[config.mk]
export PLATFORM = sky130hd
export DESIGN_NAME = immediate_encoder_flat
export DESIGN_NICKNAME = d
export VERILOG_FILES = /design/src/rtl/immediate_encoder_if.sv /design/src/rtl/immediate_encoder.sv /design/src/flat_wrapper.sv
export SDC_FILE = /design/constraint.sdc
export NUM_CORES = 1
export LEC_CHECK = 0
export CAP_MARGIN = 30
export CORE_AREA = 2 2 74 76
export DETAILED_ROUTE_END_ITERATION = 8
export DIE_AREA = 0 0 76 78
export HOLD_SLACK_MARGIN = 0.12
export PLACE_DENSITY_LB_ADDON = 0.15
export SYNTH_ARGS = -nofsm -noshare
export SYNTH_HDL_FRONTEND = slang
export SYNTH_SLANG_ARGS = --single-unit
[constraint.sdc]
create_clock -name clk -period 4.1 [get_ports clk]
set_input_delay 1.025 -clock clk [delete_from_list [all_inputs] [get_ports clk]]
set_output_delay 1.025 -clock clk [all_outputs]
set_load 0.05 [all_outputs]
[src/rtl/immediate_encoder_if.sv]
// Handshake bundle for immediate_encoder.
//  master : producer/consumer side (drives value_in/min_op_in/in_valid and out_ready)
//  slave  : encoder side (drives in_ready and the result fields)
//  in_valid/in_ready   : request handshake carrying value_in (32b) and min_op_in (2b)
//  out_valid/out_ready : result handshake carrying imm_out (24b), op_out (2b), err_out
interface immediate_encoder_if;
  logic        in_valid;
  logic        in_ready;
  logic [31:0] value_in;
  logic [1:0]  min_op_in;
  logic        out_valid;
  logic        out_ready;
  logic [23:0] imm_out;
  logic [1:0]  op_out;
  logic        err_out;

  modport master (
    output in_valid, value_in, min_op_in, out_ready,
    input  in_ready, out_valid, imm_out, op_out, err_out
  );

  modport slave (
    input  in_valid, value_in, min_op_in, out_ready,
    output in_ready, out_valid, imm_out, op_out, err_out
  );
endinterface

[src/rtl/immediate_encoder.sv]
// immediate_encoder: packs a 32-bit signed constant into the shortest immediate
// format the decode path can sign-extend back (op 00 = 8b, 01 = 12b, 10 = 24b,
// 11 = not encodable). One candidate format is tested per cycle.
//  clk  : rising-edge clock
//  rst  : synchronous active-high reset
//  bus  : immediate_encoder_if.slave (request in, result out)
// Parameters:
//  SKIP_8    : 1 = never emit op 00; a floor of 00 starts at the 12-bit check
//  DONE_HOLD : 1 = hold the result until out_ready; 0 = single-cycle out_valid
module immediate_encoder #(
  parameter bit SKIP_8    = 1'b0,
  parameter bit DONE_HOLD = 1'b1
) (
  input  logic                clk,
  input  logic                rst,
  immediate_encoder_if.slave  bus
);

  typedef enum logic [2:0] {IDLE, CHK8, CHK12, CHK24, DONE} state_t;

  state_t      state_q, state_d;
  logic [31:0] val_q, val_d;
  logic [23:0] imm_q, imm_d;
  logic [1:0]  op_q, op_d;
  logic        err_q, err_d;

  // fits[g]: value is representable in the g-th format width. The format floor
  // is carried by the entry state chosen at accept time, so no separate copy of
  // min_op is kept past IDLE.
  logic [2:0] fits;
  for (genvar g = 0; g < 3; g++) begin : g_fit
    localparam int N = (g == 0) ? 8 : (g == 1) ? 12 : 24;
    assign fits[g] = (&val_q[31:N-1]) | ~(|val_q[31:N-1]);
  end

  always_comb begin
    state_d = state_q;
    val_d   = val_q;
    imm_d   = imm_q;
    op_d    = op_q;
    err_d   = err_q;
    case (state_q)
      IDLE: begin
        if (bus.in_valid) begin
          val_d = bus.value_in;
          case (bus.min_op_in)
            2'b00:   state_d = SKIP_8 ? CHK12 : CHK8;
            2'b01:   state_d = CHK12;
            2'b10:   state_d = CHK24;
            default: begin
              state_d = DONE;
              imm_d   = '0;
              op_d    = 2'b11;
              err_d   = 1'b1;
            end
          endcase
        end
      end
      CHK8: begin
        if (fits[0]) begin
          state_d = DONE;
          imm_d   = {16'd0, val_q[7:0]};
          op_d    = 2'b00;
          err_d   = 1'b0;
        end else begin
          state_d = CHK12;
        end
      end
      CHK12: begin
        if (fits[1]) begin
          state_d = DONE;
          imm_d   = {12'd0, val_q[11:0]};
          op_d    = 2'b01;
          err_d   = 1'b0;
        end else begin
          state_d = CHK24;
        end
      end
      CHK24: begin
        state_d = DONE;
        if (fits[2]) begin
          imm_d = val_q[23:0];
          op_d  = 2'b10;
          err_d = 1'b0;
        end else begin
          imm_d = '0;
          op_d  = 2'b11;
          err_d = 1'b1;
        end
      end
      DONE: begin
        if (!DONE_HOLD || bus.out_ready) state_d = IDLE;
      end
      default: state_d = IDLE;
    endcase
  end

  // Result registers only change on entry to DONE, so they stay stable while
  // out_valid waits on out_ready and keep their value after leaving DONE.
  always_ff @(posedge clk) begin
    if (rst) begin
      state_q <= IDLE;
      val_q   <= '0;
      imm_q   <= '0;
      op_q    <= 2'b00;
      err_q   <= 1'b0;
    end else begin
      state_q <= state_d;
      val_q   <= val_d;
      imm_q   <= imm_d;
      op_q    <= op_d;
      err_q   <= err_d;
    end
  end

  assign bus.in_ready  = (state_q == IDLE);
  assign bus.out_valid = (state_q == DONE);
  assign bus.imm_out   = imm_q;
  assign bus.op_out    = op_q;
  assign bus.err_out   = err_q;

endmodule

[src/flat_wrapper.sv]
// flat-port wrapper written by rule: the top's interface ports become plain ports
module immediate_encoder_flat 
#(
  parameter bit SKIP_8    = 1'b0,
  parameter bit DONE_HOLD = 1'b1
)
  (clk, rst, bus_in_valid, bus_value_in, bus_min_op_in, bus_out_ready, bus_in_ready, bus_out_valid, bus_imm_out, bus_op_out, bus_err_out);
  immediate_encoder_if bus_i ();
  input  logic clk;
  input  logic rst;
  input wire logic [$bits(bus_i.in_valid)-1:0] bus_in_valid;
  input wire logic [$bits(bus_i.value_in)-1:0] bus_value_in;
  input wire logic [$bits(bus_i.min_op_in)-1:0] bus_min_op_in;
  input wire logic [$bits(bus_i.out_ready)-1:0] bus_out_ready;
  output wire logic [$bits(bus_i.in_ready)-1:0] bus_in_ready;
  output wire logic [$bits(bus_i.out_valid)-1:0] bus_out_valid;
  output wire logic [$bits(bus_i.imm_out)-1:0] bus_imm_out;
  output wire logic [$bits(bus_i.op_out)-1:0] bus_op_out;
  output wire logic [$bits(bus_i.err_out)-1:0] bus_err_out;
  assign bus_i.in_valid = bus_in_valid;
  assign bus_i.value_in = bus_value_in;
  assign bus_i.min_op_in = bus_min_op_in;
  assign bus_i.out_ready = bus_out_ready;
  assign bus_in_ready = bus_i.in_ready;
  assign bus_out_valid = bus_i.out_valid;
  assign bus_imm_out = bus_i.imm_out;
  assign bus_op_out = bus_i.op_out;
  assign bus_err_out = bus_i.err_out;
  immediate_encoder #(.SKIP_8(SKIP_8), .DONE_HOLD(DONE_HOLD)) u_core (.clk(clk), .rst(rst), .bus(bus_i));
endmodule
==> qor.txt, run 1 <==
GRT overflow: 0
setup TNS: 0 ns
clk slew on worst S/H paths: 0.07 ns
final wirelength: 5969 um
Core Util, Final: 67.27%
crit path capture type: primary output
die width: 76 um
syn_nets: 336
Vias/cell: 5.278
global-route wire length before repair: 9784 um
Rows: 26
die area: 5928 um2
Synth Register Bits: 62
number of remaining DRC errors: 0
LEAKAGE: 1.261 nW
NetSw: 0.5432 mW
TritonCTS clock tree: built
Synth area leader: dfxtp_1
Layout Nets: 398
Antenna Cells: 0
Core ar.: 5042 um2
clk_skew: 0.01077 ns
worst path required time: 3.07 ns
sw frac: 32.43%
Fmax: 315.1 MHz
Slew Limit Fails: 0
DP Worst Slack: 1.241 ns
Clk pwr share: 32.1%
initial antenna violation count: 0
CTS resizes: 0
Total GRT Usage: 20.86%
post-route cell area: 3392 um2
RSZ-0062 raised after global routing: false
Via Count: 2280
Fillers: 441
Sequential Power Share: 42.3%
CTS buffer count: 9
synth top area cells: dfxtp_1 50%, nand2_1 12%, a21oi_1 8.1%, a22o_1 4.2%, nand2b_1 3.3%
die height: 78 um
I/O pins: 67
YS warnings: 0
final cell count without fillers: 432
Distinct cells, synth: 32
GP Congestion: 0.8054
maximum VDD drop: 235.3 uV
Mapped Cells: 295
post-synthesis sequential area ratio: 50.05%
Iter 0 DRT Violations: 228
First-pass DRT Iterations: 4
Yosys top cell area share: 50.05%
CTS sink cnt: 62
fin worst setup slack: 0.9266 ns
share of cells above drive strength 1: 6.630%
fin crit period: 3.173 ns
hold slack: 0.4588 ns
Post-DP Area: 3192 um2
synthesized area: 2480 um2
Tot Pwr: 1.675 mW
post-route ant nets: 0
final hold vios: 0
Post-CTS Setup Bufs: 0
Clock Latency Late Sink: 0.34 ns
Arrival @ worst endpoint: 2.15 ns
Final Cycle Share: 77.40%
pin count of the biggest net entering global routing: 50
worst slew pin tran: 0.7018 ns
Port Buffers: 66
Comb pwr share: 25.6%
kind of critical path: flip-flop to primary output
largest fanout on the critical path: 10
CTS root buffer: clkbuf_8
Final Setup Violations: 0
CTS Hold Bufs: 0
Hold Crit Class: flip-flop to flip-flop
slew margin rel.: 53.00%
Cell Int Power: 1.132 mW
DP Wirelength: 3950 um
area grow syn2layout: 36.78%
WL/cell: 13.82 um
Worst setup SP type: flip-flop
mean post-synth cell area: 8.406 um2
H-tree depth: 3
placed insts: 416
effective utilization at floorplan: 49.18%
Max Buffers Root-to-Sink: 2
Pwr per Cell Area: 493.7 nW/um2
via count of the first global-routing pass: 2090
MaxCap Viol Count: 0
outcome: completed
==> final cells by class <==
| class | count | area (um2) | area share [%] |
|---|---|---|---|
| Clock buffer | 12 | 155.1 | 4.574 |
| Clock inverter | 4 | 45.04 | 1.328 |
| Inverter | 2 | 7.507 | 0.2213 |
| Multi-Input combinational cell | 212 | 1145 | 33.75 |
| Sequential cell | 62 | 1241 | 36.59 |
| Tap cell | 70 | 87.58 | 2.582 |
| Timing Repair Buffer | 70 | 710.7 | 20.95 |
==> Yosys cell counts (all sizes together) <==
cell type	instances
nand2	80
dfxtp	62
a21oi	41
clkbuf	16
nand2b	13
a22o	12
nand4	12
nor2	10
o21ai	10
and2	4
mux2i	4
nor4	4
buf	3
ha	3
nand3	3
or4	3
a311oi	2
a31oi	2
inv	2
a221oi	1
and4	1
nor3	1
nor3b	1
o21a	1
o31a	1
or2	1
or3	1
xor2	1
==> registers in the layout, summed over array words and instances, names as in the netlist <==
register / count
u_core.bus.op_out: 2
u_core.bus.imm_out: 24
u_core.val_q: 32
u_core.bus.err_out: 1
u_core.state_q: 3
==> worst paths after layout <==
check,from,endpoint,slack (ns),depth (start not counted)
worst max-delay path,u_core.state_q[0],bus_in_ready,0.93,3
worst max register to register,u_core.val_q[13],u_core.bus.imm_out[23],1.37,5
worst min-delay path,u_core.val_q[4],u_core.val_q[4],0.46,2
worst min register to register,u_core.val_q[4],u_core.val_q[4],0.46,2
==> power groups by stage <==
stage | Clock [mW] | Combinational, mW | Sequential [mW]
floorplan | 0 | 0.274 | 0.738
global placement | 0 | 0.405 | 0.718
detailed placement | 0 | 0.427 | 0.720
CTS | 0.547 | 0.430 | 0.707
global route | 0.577 | 0.469 | 0.716
finish | 0.538 | 0.429 | 0.708
==> critical path, stage by stage, from the launching register on <==
cell and delay [ns]:
dfxtp_1 0.40, or2_2 0.35, nor2_1 0.21, clkdlybuf4s50_1 0.85
==> placed cells by master, fill, tap and decap left out, types with 4 or more instances in the layout <==
cell,instances
clkbuf_8,11
a22o_1,12
o21ai_0,10
nand2_1,79
nor4_1,4
nor2_1,10
and2_1,4
mux2i_1,4
a21oi_1,40
nand2b_1,13
clkdlybuf4s50_1,66
dfxtp_1,62
nand4_1,12
==> kinds of logic (layout without fill, tap and decap cells) <==
logic type / count (synthesis) / count (layout) / share of synthesized area (%)
adders and majority gates: 3 / 3 / 1.514
AOI/OAI and AO/OA: 70 / 70 / 17.61
muxes: 4 / 4 / 1.615
and+or+nand+nor: 134 / 134 / 25.08
buffers and inverters: 21 / 88 / 3.784
DFF: 62 / 62 / 50.05
xor gates and xnor gates: 1 / 1 / 0.3532
==> metal layers <==
layer	wire length (um)	global-route usage [%]	share of wire (%)
met1	2863	28.29	48
met2	2613	31.25	44
met3	388	6.279	6.5
met4	105	8.182	1.8
met5	0	0	0
No activity file was read; power rests on OpenSTA's default activity.
==> run 2: changes to the inputs <==
CORE_AREA = 2 2 75 77   (was 2 2 74 76)
DIE_AREA = 0 0 77 79   (was 0 0 76 78)
clock period = 3.2 ns   (was 4.1 ns; I/O delays follow)
==> qor.txt, run 2 (synthesized netlist as in run 1, its figures left out) <==
outcome: completed
Pwr per Cell Area: 648.6 nW/um2
CTS root buffer: clkbuf_8
commonest non-fill, non-tap cell in the layout: nand2_1
die area: 6083 um2
final hold vios: 0
Post-DP Area: 3189 um2
RSZ-0062 raised after global routing: false
max reg flops: 32
WL/cell: 13.73 um
die height: 79 um
Largest Register: u_core.val_q
Worst setup SP type: flip-flop
fin crit period: 2.954 ns
Final Setup Violations: 0
First-pass DRT Iterations: 4
crit path capture type: primary output
placed insts: 420
maximum VDD drop: 315.0 uV
Rows: 27
post-route ant nets: 0
Core Util, Final: 63.92%
initial antenna violation count: 0
Final Cycle Share: 92.33%
pin count of the biggest net entering global routing: 50
CTS Hold Bufs: 0
Arrival @ worst endpoint: 2.15 ns
via count of the first global-routing pass: 2189
Post-CTS Setup Bufs: 0
effective utilization at floorplan: 46.46%
Layout Nets: 400
Max Buffers Root-to-Sink: 2
Core ar.: 5338 um2
Iter 0 DRT Violations: 112
GRT overflow: 0
die width: 77 um
Total GRT Usage: 20.81%
fin worst setup slack: 0.2455 ns
Cell Chain, Critical Path: or2_2 > nor2_1 > clkdlybuf4s50_1
H-tree depth: 3
area grow syn2layout: 37.59%
share of cells above drive strength 1: 7.418%
CTS buffer count: 9
TritonCTS clock tree: built
clk slew on worst S/H paths: 0.07 ns
final cell count without fillers: 436
setup TNS: 0 ns
CTS sink cnt: 62
slowest stage cell on the critical path: clkdlybuf4s50_1
post-route cell area: 3412 um2
Antenna Cells: 0
worst reg2reg path depth: 6
worst slew pin tran: 0.6362 ns
I/O pins: 67
GP Congestion: 0.8191
hold depth: 2
clk_skew: 0.006239 ns
crit-path max cell delay: 0.85 ns
Clock Latency Late Sink: 0.34 ns
Fmax: 338.5 MHz
most frequent cells in the layout: 79 x nand2_1, 66 x clkdlybuf4s50_1, 62 x dfxtp_1, 40 x a21oi_1, 13 x nand2b_1
largest fanout on the critical path: 10
global-route wire length before repair: 9963 um
MaxCap Viol Count: 0
Hold Crit Class: flip-flop to flip-flop
hold slack: 0.4615 ns
LEAKAGE: 1.253 nW
Slew Limit Fails: 0
worst path required time: 2.40 ns
DP Worst Slack: 0.5818 ns
number of remaining DRC errors: 0
Via Count: 2246
slew margin rel.: 57.39%
kind of critical path: flip-flop to primary output
Vias/cell: 5.151
DP Wirelength: 4089 um
final wirelength: 5987 um
Port Buffers: 66
CTS resizes: 0
Tot Pwr: 2.213 mW
run 2: cell types whose count changed in the layout (fill, tap and decap cells not counted), moves of 2 or more:
cell / delta
clkbuf_8: -2
buf_4: +3
clkinv_2: -3
clkinvlp_4: +4
run 2: where the power goes:
group,internal (mW),switching [mW]
registers,0.843,0.0682
logic,0.207,0.334
clock network,0.439,0.323
run 2: final cells by class:
class | count | area [um2]
well taps | 72 | 90.09
inverters | 2 | 7.507
clock inverters | 7 | 98.84
flip-flops and latches | 62 | 1241
fillers | 505 | 1926
repair buffers | 72 | 705.7
clock buffers | 9 | 123.9
multi-input cells | 212 | 1145
run 2: path summary, 6_finish.rpt:
| kind | slack (ns) | end | from |
|---|---|---|---|
| min | 0.46 | u_core.val_q[0] | u_core.val_q[0] |
| max reg2reg | 0.64 | u_core.bus.op_out[0] | u_core.val_q[14] |
| min reg2reg | 0.46 | u_core.val_q[0] | u_core.val_q[0] |
| max | 0.25 | bus_in_ready | u_core.state_q[0] |
run 2: worst max-delay path, delay by kind of cell, from the launching register on:
| family | cells | cell delay, ns |
|---|---|---|
| and+or+nand+nor | 2 | 0.57 |
| DFF | 1 | 0.40 |
| buffers and inverters | 1 | 0.85 |
run 2: layer usage:
| metal | global-route usage [%] | up-vias | routed length (um) |
|---|---|---|---|
| li1 | - | 1143 | - |
| met1 | 26.69 | 1028 | 2754 |
| met2 | 33.25 | 64 | 2833 |
| met3 | 5.114 | 11 | 276 |
| met4 | 9.643 | 0 | 122 |
| met5 | 0 | - | 0 |
